==> config.mk <==
export PLATFORM = sky130hd
export DESIGN_NAME = hazard_scoreboard
export DESIGN_NICKNAME = d
export VERILOG_FILES = /design/src/rtl/mips_pkg.sv /design/src/rtl/sb_match.sv /design/src/rtl/hazard_scoreboard.sv
export SDC_FILE = /design/constraint.sdc
export NUM_CORES = 1
export LEC_CHECK = 0
export ABC_AREA = 1
export CELL_PAD_IN_SITES_DETAIL_PLACEMENT = 0
export CELL_PAD_IN_SITES_GLOBAL_PLACEMENT = 1
export CORE_MARGIN = 2
export CORE_UTILIZATION = 41
export CTS_CLUSTER_SIZE = 25
export DETAILED_ROUTE_END_ITERATION = 10
export GPL_ROUTABILITY_DRIVEN = 0
export PLACE_DENSITY = 0.86
export SETUP_SLACK_MARGIN = 0.05
export SLEW_MARGIN = 20
export SYNTH_ARGS = -nofsm -noshare
export SYNTH_HDL_FRONTEND = slang
export SYNTH_HIERARCHICAL = 1
export SYNTH_SLANG_ARGS = --single-unit
==> constraint.sdc <==
create_clock -name clk -period 5.5 [get_ports clk]
set_input_delay 1.1 -clock clk [delete_from_list [all_inputs] [get_ports clk]]
set_output_delay 1.1 -clock clk [all_outputs]
set_load 0.005 [all_outputs]
==> src/rtl/mips_pkg.sv <==
// Shared pipeline definitions: forwarding encoding, scoreboard entry layout
// and the saturation limit used by the performance counters.
package mips_pkg;

    // Entry dst field is sized for the widest register address in use; narrower
    // addresses are zero-extended by the scoreboard before comparison.
    localparam int unsigned SB_ADDR_MAX = 16;
    localparam int unsigned FWD_NONE    = 0;
    localparam logic [31:0] CNT_SAT     = 32'hFFFF_FFFF;

    typedef struct packed {
        logic                   valid;
        logic [SB_ADDR_MAX-1:0] dst;
        logic                   wb_en;
        logic                   is_load;
    } sb_entry_t;

endpackage

==> src/rtl/sb_match.sv <==
// Per-source dependency check: finds the youngest in-flight producer of one
// source register and decides between stalling and forwarding from it.
module sb_match
    import mips_pkg::*;
#(
    parameter int unsigned DEPTH    = 2,
    parameter int unsigned FWD_EN   = 0,
    parameter int unsigned LOAD_LAT = 1
) (
    input  sb_entry_t [DEPTH-1:0]        entries_i,
    input  logic [SB_ADDR_MAX-1:0]       src_i,
    input  logic                         used_i,
    output logic                         stall_o,
    output logic [$clog2(DEPTH+1)-1:0]   sel_o
);

    localparam int unsigned SEL_W = $clog2(DEPTH + 1);

    logic             hit;
    logic             load_blocks;
    logic [SEL_W-1:0] idx;

    always_comb begin
        hit         = 1'b0;
        load_blocks = 1'b0;
        idx         = '0;
        // Scan from EXE outward; the first hit is the youngest producer.
        for (int unsigned k = 0; k < DEPTH; k++) begin
            if (!hit && used_i && (src_i != '0) && entries_i[k].valid &&
                entries_i[k].wb_en && (entries_i[k].dst == src_i)) begin
                hit         = 1'b1;
                idx         = SEL_W'(k);
                load_blocks = entries_i[k].is_load && (k < LOAD_LAT);
            end
        end
    end

    always_comb begin
        stall_o = 1'b0;
        sel_o   = SEL_W'(FWD_NONE);
        if (FWD_EN == 0) begin
            stall_o = hit;
        end else begin
            stall_o = hit && load_blocks;
            if (hit && !load_blocks) begin
                sel_o = idx + SEL_W'(1);
            end
        end
    end

endmodule

==> src/rtl/hazard_scoreboard.sv <==
// RAW hazard scoreboard: tracks in-flight destinations between ID and WB and
// produces the ID stall and per-operand forwarding selects, plus perf counters.
module hazard_scoreboard
    import mips_pkg::*;
#(
    parameter int unsigned REG_ADDR_W = 5,
    parameter int unsigned DEPTH      = 2,
    parameter int unsigned FWD_EN     = 0,
    parameter int unsigned LOAD_LAT   = 1
) (
    input  logic                        clk,
    input  logic                        rst,
    input  logic                        id_valid,
    input  logic [REG_ADDR_W-1:0]       src1,
    input  logic [REG_ADDR_W-1:0]       src2,
    input  logic                        src2_used,
    input  logic [REG_ADDR_W-1:0]       id_dst,
    input  logic                        id_wb_en,
    input  logic                        id_mem_read,
    input  logic                        flush,
    output logic                        stall,
    output logic [$clog2(DEPTH+1)-1:0]  fwd_sel1,
    output logic [$clog2(DEPTH+1)-1:0]  fwd_sel2,
    output logic [31:0]                 stall_cnt,
    output logic [31:0]                 fwd_cnt
);

    localparam int unsigned SEL_W = $clog2(DEPTH + 1);

    sb_entry_t [DEPTH-1:0] entries_q, entries_d;
    logic [31:0]           stall_cnt_q, stall_cnt_d;
    logic [31:0]           fwd_cnt_q, fwd_cnt_d;

    logic             raw1, raw2;
    logic [SEL_W-1:0] sel1_raw, sel2_raw;
    logic [1:0]       fwd_inc;
    logic [32:0]      fwd_sum;

    sb_match #(
        .DEPTH    (DEPTH),
        .FWD_EN   (FWD_EN),
        .LOAD_LAT (LOAD_LAT)
    ) u_match1 (
        .entries_i (entries_q),
        .src_i     (SB_ADDR_MAX'(src1)),
        .used_i    (1'b1),
        .stall_o   (raw1),
        .sel_o     (sel1_raw)
    );

    sb_match #(
        .DEPTH    (DEPTH),
        .FWD_EN   (FWD_EN),
        .LOAD_LAT (LOAD_LAT)
    ) u_match2 (
        .entries_i (entries_q),
        .src_i     (SB_ADDR_MAX'(src2)),
        .used_i    (src2_used),
        .stall_o   (raw2),
        .sel_o     (sel2_raw)
    );

    // Flush and reset both override a hazard; a stall cycle forwards nothing.
    always_comb begin
        stall    = (raw1 || raw2) && id_valid && !flush && !rst;
        fwd_sel1 = SEL_W'(FWD_NONE);
        fwd_sel2 = SEL_W'(FWD_NONE);
        if (id_valid && !stall && !rst) begin
            fwd_sel1 = sel1_raw;
            fwd_sel2 = sel2_raw;
        end
    end

    always_comb begin
        entries_d = '0;
        if (!stall && !flush) begin
            entries_d[0] = '{valid:   id_valid,
                             dst:     SB_ADDR_MAX'(id_dst),
                             wb_en:   id_wb_en,
                             is_load: id_mem_read};
        end
        for (int unsigned k = 1; k < DEPTH; k++) begin
            entries_d[k] = entries_q[k-1];
        end
    end

    always_comb begin
        stall_cnt_d = stall_cnt_q;
        if (stall && (stall_cnt_q != CNT_SAT)) begin
            stall_cnt_d = stall_cnt_q + 32'd1;
        end
        fwd_inc   = {1'b0, fwd_sel1 != '0} + {1'b0, fwd_sel2 != '0};
        fwd_sum   = {1'b0, fwd_cnt_q} + 33'(fwd_inc);
        fwd_cnt_d = fwd_sum[32] ? CNT_SAT : fwd_sum[31:0];
    end

    always_ff @(posedge clk) begin
        if (rst) begin
            entries_q   <= '0;
            stall_cnt_q <= '0;
            fwd_cnt_q   <= '0;
        end else begin
            entries_q   <= entries_d;
            stall_cnt_q <= stall_cnt_d;
            fwd_cnt_q   <= fwd_cnt_d;
        end
    end

    assign stall_cnt = stall_cnt_q;
    assign fwd_cnt   = fwd_cnt_q;

endmodule

==> results.yml <==
clocking:
  cts_sinks: 78
  postCtsHoldBufs: 0
  cts_made_buffers: 9
  cts_htree_levels: 3
  clock_latency_ps: 340
  post_cts_resized: 0
  cts_setup_buffers: 0
  cts_tree: "done"
  clk_path_buf_depth: 2
  clk_pin_slew_ps: 60
  root_buffer: "clkbuf_16"
setup_path:
  r2r-end: "stall_cnt[29]$_SDFFE_PP0P_"
  critPathBufInv: 6
  worstPathRequired_ps: 4400
  worst-setup-path-type: "input pin to primary output"
  critical-path-max-stage-delay_ps: 530
  crit_slowest_cell: "clkdlybuf4s50_1"
  critPathLaunch: "src2[4]"
  path_cells: "clkdlybuf4s50_1 -> inv_1 -> nand2_1 -> nand2_1 -> nor2_1 -> nand2_1 -> nor2_2 -> nand3_1 -> a21oi_1 -> inv_1 -> nand2_1 -> nand3_1 -> buf_4 -> inv_2 -> clkdlybuf4s50_1"
  critPathMaxFanout: 11
  worstReg2RegStart: "entries_d[22]$_SDFF_PP0_"
  worstPathArrival_ps: 3450
  path_delay_family: "buffers and inverters"
  crit_path_start_kind: "input pin"
  cp-end-kind: "primary output"
  path_depth: 15
  crit_end: "stall"
  r2r_setup_slack_ps: 3000
  cp_common_cell: "nand2_1"
  r2r_cells: 19
die:
  fp.dieW_um: 120.4
  num_rows: 42
  die_area_mm2: 0.01451
  dieHeight_um: 120.4
  coreArea_mm2: 0.01324
  initial_core_util: 0.4198
  ios: 91
global_routing:
  grt_usage: 0.2103
  grt_pass1_vias: 5270
  grt_pass1_wl_mm: 24.67
  antenna_found_initial: 0
  grt_max_degree: 34
  grt_overflow: 0
placement:
  dp_hpwl_mm: 11.31
  portBuffers: 85
timing:
  rsz0062_at_grt: "false"
  final-hold-violation-count: 0
  worst_pin_slew_ps: 621.4
  finClkSkew_ps: 6.372
  max_slew_margin: 0.5832
  fin_crit_sh: 0.8265
  setup-tns-final_ps: 0
  max_clock_freq_mhz: 220.0
  slew_violations: 0
  holdWs_ps: 442.2
  setup-violations-final: 0
  finalCriticalPeriod_ps: 4546
hold_path:
  hp-class: "register to register"
detailed_routing:
  ant_nets: 0
  post_drt_wl_per_cell_um: 10.55
  drt_iter0_drc: 273
  drc_errors: 0
  drt_wl_total_mm: 14.44
  detail_route.vias_per_cell: 4.230
  drt-pass1-iter-count: 4
  num_vias: 5791
flow_run:
  cap_violations: 0
finish:
  nFillCells: 1420
  layout.nets: 1214
  drive_above_1_share: 0.06203
  regArea_mm2: 0.001562
  synthToLayoutAreaGrowth_pct: 32.25
  antenna_cells: 0
  multiInputGateArea_mm2: 0.003866
power:
  ir_drop_mv: 0.1229
  powerDensity_mw_per_mm2: 177.7
  cellLeakagePower_uw: 0.003097
synthesis:
  yosysWarnings: 6
  syn_area_per_cell_um2: 5.767
  netlist_instances: 964
  syn-cell-area_mm2: 0.005559
outcome:
  status: "finished clean"
per-stage QoR:
stage / total power (µW) / std cells / utilization / setup slack [ps] / area, µm²
floorplan: 680.4 / 1109 / - / 2481 / 6103
global placement: 712.0 / 1354 / 0.5333 / 918.4 / 7062
CTS: 1315 / 1369 / 0.5552 / 919.1 / 7352
finish: 1306 / 1369 / 0.5552 / 954.3 / 7352
global route: 1372 / 1369 / 0.5552 / 730.9 / 7352
detailed placement: 713.0 / 1354 / 0.5333 / 935.8 / 7062
placed cells by master, fill, tap and decap left out, types with 5 or more instances in the layout:
cell type and count:
o21ai_1 7, inv_1 119, dfxtp_1 78, a21oi_1 46
clkdlybuf4s50_1 85, conb_1 149, o21bai_1 5, nand4_1 15
nand2_2 5, o21ai_0 11, nor2_4 6, nand2_1 312
inv_2 22, nor2_2 17, nor2_1 173, nand3b_1 9
xor2_1 14, xnor2_1 12, nand3_1 56, nor3_1 6
clkbuf_16 9
worst reg2reg max path: cells and delay by family, from the launching register on:
family                 cells  cell delay (ps)
and+or+nand+nor           13             1250
DFF                        1              450
AOI/OAI and AO/OA          1              210
buffers and inverters      5              530
layer usage:
layer,GRT usage,up-vias,share of wire
met2,0.3598,94,0.46
met1,0.2752,2433,0.49
met3,0.02830,13,0.040
met4,0.06395,0,0.014
li1,-,3251,-
met5,0,-,0
final cells by class:
type                            instances  share of cell area
Tap cell                              176             0.02995
Sequential cell                        78              0.2124
Clock buffer                           12             0.03353
Clock inverter                          3            0.005956
Inverter                              144             0.07352
Multi-Input combinational cell        868              0.5259
Timing Repair Buffer                   88              0.1188
registers in the layout (all words and copies together), names as in the netlist:
register / flops
entries_q: 7
fwd_cnt: 32
entries_d: 7
stall_cnt: 32
report_power, final:
group          leakage [µW]  internal (µW)  switching [µW]  total (µW)
Sequential         0.000630            571            5.89         577
Combinational       0.00232           53.9            75.6         129
Clock              0.000143            363             237         600
Total               0.00310            988             319        1310
worst min path at each step:
stage	start	end	slack, ps	depth (start not counted)
after detailed placement	entries_d[20]$_SDFF_PP0_	entries_q[20]$_SDFF_PP0_	430	2
final	entries_d[20]$_SDFF_PP0_	entries_q[20]$_SDFF_PP0_	440	2
after global routing	entries_d[20]$_SDFF_PP0_	entries_q[20]$_SDFF_PP0_	480	2
after CTS	entries_d[20]$_SDFF_PP0_	entries_q[20]$_SDFF_PP0_	440	2
after global placement	entries_d[37]$_SDFF_PP0_	entries_q[37]$_SDFF_PP0_	430	2
after floorplan	entries_d[20]$_SDFF_PP0_	entries_q[20]$_SDFF_PP0_	420	2
(Power assumes the default switching activity.)
